## src/rtl/key_expansion.sv

```systemverilog
// AES-128 key schedule generator: expands a 128-bit cipher key into 11 round keys,
// producing one full round key per clock after an accepted start.
module key_expansion (
    input  logic          clk,
    input  logic          rst,
    input  logic [127:0]  key,
    input  logic          start,
    output logic [1407:0] out,
    output logic          finish,
    output logic          busy
);
    // state  | meaning
    // IDLE   | no schedule in progress, waiting for start
    // EXPAND | producing round keys 1..10, one per cycle
    // DONE   | out holds a complete schedule, finish asserted
    typedef enum logic [1:0] {IDLE, EXPAND, DONE} state_t;

    state_t       state_q, state_d;
    logic [3:0]   round_cnt;
    logic [127:0] prev_rk;
    logic [127:0] next_rk;
    logic [31:0]  rot_w3, sub_w3, rcon;
    logic [31:0]  w0n, w1n, w2n, w3n;
    logic         cnt_ok, accept, step, last;

    assign cnt_ok = (round_cnt >= 4'd1) && (round_cnt <= 4'd10);
    assign accept = ((state_q == IDLE) || (state_q == DONE)) && start;
    assign step   = (state_q == EXPAND) && cnt_ok;
    assign last   = step && (round_cnt == 4'd10);

    always_ff @(posedge clk) begin
        if (rst) state_q <= IDLE;
        else     state_q <= state_d;
    end

    always_comb begin
        state_d = state_q;
        case (state_q)
            IDLE:    if (start) state_d = EXPAND;
            EXPAND: begin
                if (!cnt_ok)                 state_d = IDLE;
                else if (round_cnt == 4'd10) state_d = DONE;
            end
            DONE:    if (start) state_d = EXPAND;
            default: state_d = IDLE;
        endcase
    end

    // Previous round key is the slot just below the one being written.
    always_comb begin
        prev_rk = '0;
        for (int r = 0; r < 10; r++) begin
            if (round_cnt == 4'(r + 1)) prev_rk = out[r*128 +: 128];
        end
    end

    always_comb begin
        case (round_cnt)
            4'd1:    rcon = 32'h0100_0000;
            4'd2:    rcon = 32'h0200_0000;
            4'd3:    rcon = 32'h0400_0000;
            4'd4:    rcon = 32'h0800_0000;
            4'd5:    rcon = 32'h1000_0000;
            4'd6:    rcon = 32'h2000_0000;
            4'd7:    rcon = 32'h4000_0000;
            4'd8:    rcon = 32'h8000_0000;
            4'd9:    rcon = 32'h1b00_0000;
            4'd10:   rcon = 32'h3600_0000;
            default: rcon = 32'h0000_0000;
        endcase
    end

    assign rot_w3 = {prev_rk[23:0], prev_rk[31:24]};

    for (genvar i = 0; i < 4; i++) begin : g_sub
        key_expansion_sbox u_sbox (
            .a (rot_w3[8*i +: 8]),
            .q (sub_w3[8*i +: 8])
        );
    end

    assign w0n     = prev_rk[127:96] ^ sub_w3 ^ rcon;
    assign w1n     = prev_rk[95:64] ^ w0n;
    assign w2n     = prev_rk[63:32] ^ w1n;
    assign w3n     = prev_rk[31:0]  ^ w2n;
    assign next_rk = {w0n, w1n, w2n, w3n};

    always_ff @(posedge clk) begin
        if (rst) begin
            out       <= '0;
            finish    <= 1'b0;
            busy      <= 1'b0;
            round_cnt <= 4'd0;
        end else if (accept) begin
            out       <= {1280'd0, key};
            round_cnt <= 4'd1;
            busy      <= 1'b1;
            finish    <= 1'b0;
        end else if (step) begin
            for (int r = 1; r <= 10; r++) begin
                if (round_cnt == 4'(r)) out[r*128 +: 128] <= next_rk;
            end
            if (last) begin
                busy      <= 1'b0;
                finish    <= 1'b1;
                round_cnt <= 4'd0;
            end else begin
                round_cnt <= round_cnt + 4'd1;
            end
        end else if (state_q == EXPAND) begin
            // Corrupted counter: drop back to idle rather than write a bogus slot.
            busy      <= 1'b0;
            round_cnt <= 4'd0;
        end
    end
endmodule

// Combinational AES forward S-box; row-major table, entry 0 leftmost.
module key_expansion_sbox (
    input  logic [7:0] a,
    output logic [7:0] q
);
    localparam logic [0:255][7:0] SBOX_TABLE = {
        128'h637c777bf26b6fc53001672bfed7ab76,
        128'hca82c97dfa5947f0add4a2af9ca472c0,
        128'hb7fd9326363ff7cc34a5e5f171d83115,
        128'h04c723c31896059a071280e2eb27b275,
        128'h09832c1a1b6e5aa0523bd6b329e32f84,
        128'h53d100ed20fcb15b6acbbe394a4c58cf,
        128'hd0efaafb434d338545f9027f503c9fa8,
        128'h51a3408f929d38f5bcb6da2110fff3d2,
        128'hcd0c13ec5f974417c4a77e3d645d1973,
        128'h60814fdc222a908846eeb814de5e0bdb,
        128'he0323a0a4906245cc2d3ac629195e479,
        128'he7c8376d8dd54ea96c56f4ea657aae08,
        128'hba78252e1ca6b4c6e8dd741f4bbd8b8a,
        128'h703eb5664803f60e613557b986c11d9e,
        128'he1f8981169d98e949b1e87e9ce5528df,
        128'h8ca1890dbfe6426841992d0fb054bb16
    };

    assign q = SBOX_TABLE[a];
endmodule

```

## config.mk

```make
export PLATFORM = sky130hd
export DESIGN_NAME = key_expansion
export DESIGN_NICKNAME = d
export VERILOG_FILES = /design/src/rtl/key_expansion.sv
export SDC_FILE = /design/constraint.sdc
export NUM_CORES = 2
export LEC_CHECK = 0
export BUFFER_PORTS_ARGS = -buffer_cell sky130_fd_sc_hd__buf_2
export CAP_MARGIN = 40
export CORE_AREA = 2 2 602 604
export CTS_CLUSTER_DIAMETER = 150
export DETAILED_ROUTE_END_ITERATION = 7
export DIE_AREA = 0 0 604 606
export GPL_TIMING_DRIVEN = 0
export PLACE_DENSITY = 0.41
export SYNTH_ARGS = -nofsm -noshare
export SYNTH_HDL_FRONTEND = slang
export SYNTH_SLANG_ARGS = --single-unit
```

## constraint.sdc

```tcl
create_clock -name clk -period 6.84 [get_ports clk]
set_clock_uncertainty 0.15 [all_clocks]
set_input_delay 1.026 -clock clk [delete_from_list [all_inputs] [get_ports clk]]
set_output_delay 1.026 -clock clk [all_outputs]
set_load 0.02 [all_outputs]
```

==> impl_metrics.py <==
metrics = {
    "pwr": {
        "p_leak_nw": 42.6,
        "p_per_area_mw_per_mm2": 232,
        "intPower_mw": 16.0,
        "peakVddDrop_mv": 0.230,
        "combinationalPowerShare": 0.228,
        "switching_share": 0.351,
        "switching_power_mw": 8.67,
        "p_clk_frac": 0.429,
        "pwr-share-seq": 0.342,
    },
    "synth": {
        "async_flop_share": 0,
        "netlist_instances": 9992,
        "synth-edff-count": 0,
        "ys_ff_latch": 1416,
        "synthAdderAreaFrac": 0.0103,
        "synthMuxAreaShare": 0.00848,
        "synth_area_mm2": 0.0752,
        "synth_top_family_by_area": "compound AO/OA/AOI/OAI gates",
        "synth_warnings": 0,
        "yosys_most_used_dff": "dfxtp_1",
        "synthSimpleGateAreaFrac": 0.183,
        "synthesis.nets": 10200,
        "synth_compound_area_frac": 0.326,
        "synth_seq_area_share": 0.377,
        "synth_xor_area_frac": 0.0306,
        "yosysUniqueCellTypes": 123,
        "avgSynthCellArea_um2": 7.53,
    },
    "critical_path": {
        "critPathRequiredTime_ns": 7.45,
        "startpoint_type": "flip-flop",
        "arrival_ns": 7.83,
        "path_max_fanout": 10,
        "end_kind": "flip-flop",
        "worstSetupPathType": "flip-flop to flip-flop",
    },
    "sta": {
        "fin_crit_sh": 1.06,
        "whs_ns": 0.111,
        "worst_slack_ns": -0.384,
        "fin_crit_ns": 7.22,
        "timing.max_slew.rel_slack": 0.155,
        "finalMaxSlewViolations": 0,
        "hold_viol_final": 0,
        "finalSetupViolations": 453,
        "fin_setup_tns_ns": -40.97,
        "max_slew.worst_pin.slew_ns": 1.27,
        "fmax_mhz": 138,
    },
    "route": {
        "wl_met2_mm": 357,
        "drt_pre_antenna_iters": 8,
        "viasPerCell": 6.10,
        "route.met3.wl_mm": 103,
        "wl_met1_mm": 299,
        "top_layer_used": "met5",
        "drc": 10,
        "wl_per_cell_um": 50.7,
        "drtIter0Drc": 16700,
        "via_count": 106000,
        "routed_wirelength_mm": 878,
        "drt.antenna.violating_nets": 0,
    },
    "flow_run": {
        "max-cap-violations": 0,
    },
    "placement": {
        "numPortBuffers": 1539,
        "dpl.hpwl_mm": 728,
        "gp_congestion": 1.17,
    },
    "cells_and_area": {
        "final_net_count": 12500,
        "area_delta_synth_final_pct": 41.1,
        "final_cell_mix": "buf_2 (1735), dfxtp_1 (1412), nor2_1 (1371)",
        "final_common_cell": "buf_2",
        "drive_above_1_share": 0.264,
    },
    "clock_network": {
        "htreeDepth": 4,
        "clkLatencyLatePin_ns": 1.02,
        "cts_tree": "yes",
        "cts_sinks": 1416,
        "cts_buffer_depth": 4,
        "cts_buffers": 183,
        "clk_pin_slew_ns": 0.06,
        "cts_root_buf": "clkbuf_16",
    },
    "die": {
        "fp.dieH_um": 606,
        "start_util": 0.209,
        "die-area_mm2": 0.366,
        "design.core.area_mm2": 0.360,
        "ios": 1541,
        "die_x_um": 604,
        "fp-row-count": 221,
    },
    "run_status": {
        "violations": "design-rule violations, negative setup slack",
        "status": "complete, but fails checks",
    },
    "grt": {
        "grt_pass1_vias": 95400,
        "grt.total_usage": 0.458,
        "grt_start_max_net_pins": 18,
        "antenna_found_initial": 73,
        "grt_pass1_wl_mm": 1090,
        "grt_overflow_total": 0,
    },
    "min_path": {
        "hold_class": "primary input to flip-flop",
    },
}
==> what timing repair did <==
item                       in CTS  in global routing
hold endpoints to repair        0                  0
setup endpoints to repair    1281                883
setup buffers                  37                 23
gates resized for setup       447                149
gates cloned                    1                  1
pin swaps                      41                 32
hold buffers                    0                  0
==> path summary, 6_finish.rpt <==
check             slack, ns  depth (start not counted)    startpoint        end
hold / removal         0.11                          3      key[103]   out[103]
setup / recovery      -0.38                         22  round_cnt[2]   out[410]
setup reg to reg      -0.38                         22  round_cnt[2]   out[410]
hold reg to reg        0.31                          2     out[1329]  out[1329]
==> area by class of cell <==
cell class | instances | area (um2)
inverters | 61 | 259
well taps | 4794 | 6000
fillers | 39700 | 254000
flip-flops and latches | 1416 | 28400
diodes | 65 | 163
repair buffers | 2179 | 15800
clock buffers | 267 | 5450
plain buffers | 1046 | 5310
clock inverters | 63 | 798
multi-input cells | 7442 | 44000
==> flip-flops by register name, summed over array words and instances (netlist names) <==
| signal | count |
|---|---|
| busy | 1 |
| finish | 1 |
| out | 1408 |
| round_cnt | 4 |
| state_q | 2 |
==> cells by family after synthesis <==
logic type	after synthesis
AO/OA/AOI/OAI	3886
XOR/XNOR	206
adder cells (fa/ha/maj)	62
buffers and inverters	1134
flip-flops	1416
multiplexers	53
AND/OR/NAND/NOR	3235
==> cells in the mapped netlist, drive strengths merged (62+ instances only) <==
master | n | area share
a221oi | 127 | 0.015
a221o | 62 | 0.0082
dfxtp | 1416 | 0.38
nand3 | 329 | 0.022
o21ai | 1089 | 0.073
a31oi | 79 | 0.0066
ha | 62 | 0.010
a311oi | 74 | 0.0087
xnor2 | 145 | 0.021
a22oi | 160 | 0.016
nor2 | 1393 | 0.070
a21oi | 1155 | 0.077
buf | 406 | 0.029
a211oi | 383 | 0.039
nand2 | 1083 | 0.054
clkbuf | 667 | 0.033
o211ai | 239 | 0.024
nor3 | 116 | 0.0078
==> critical path, stage by stage, from the launching register on <==
cell and delay [ns]:
dfxtp_2 0.38, buf_4 0.19, buf_2 0.21, buf_4 0.22, buf_4 0.24, buf_2 0.31, nor3b_4 0.45, buf_6 0.23
buf_2 0.44, buf_4 0.33, buf_4 0.33, a221o_1 0.29, o21ai_0 0.27, a311oi_1 0.61, a21oi_1 0.12, o21ai_0 0.47
o21ai_0 0.29, o21ai_0 0.27, buf_2 0.27, xnor2_1 0.13, xnor2_2 0.44, buf_8 0.23, o21ai_0 0.11
==> power by group through the flow <==
stage	registers [mW]	logic, mW	clock network [mW]
after floorplan	8.62	1.66	0
after global placement	8.63	4.21	0
after detailed placement	8.63	4.87	0
after CTS	8.44	5.15	10.5
after global routing	8.44	5.45	10.8
final	8.45	5.63	10.6
==> layer usage <==
layer,vias to the layer above,global-route usage
li1,41000,-
met1,52600,0.492
met2,9210,0.665
met3,2889,0.171
met4,38,0.495
met5,-,0.00105
==> through the flow <==
step / cells / setup slack (ns) / area (um2) / util / total power, mW
after global routing: 17300 / -0.00377 / 106000 / 0.294 / 24.7
final: 17300 / -0.384 / 106000 / 0.295 / 24.7
after detailed placement: 16900 / -3.50 / 96600 / 0.268 / 13.5
after floorplan: 9992 / 0.968 / 75200 / - / 10.3
after CTS: 17200 / -0.000457 / 105000 / 0.292 / 24.1
after global placement: 16300 / -6.85 / 89000 / 0.247 / 12.8
Note: power is estimated with default switching activity, not from simulation.
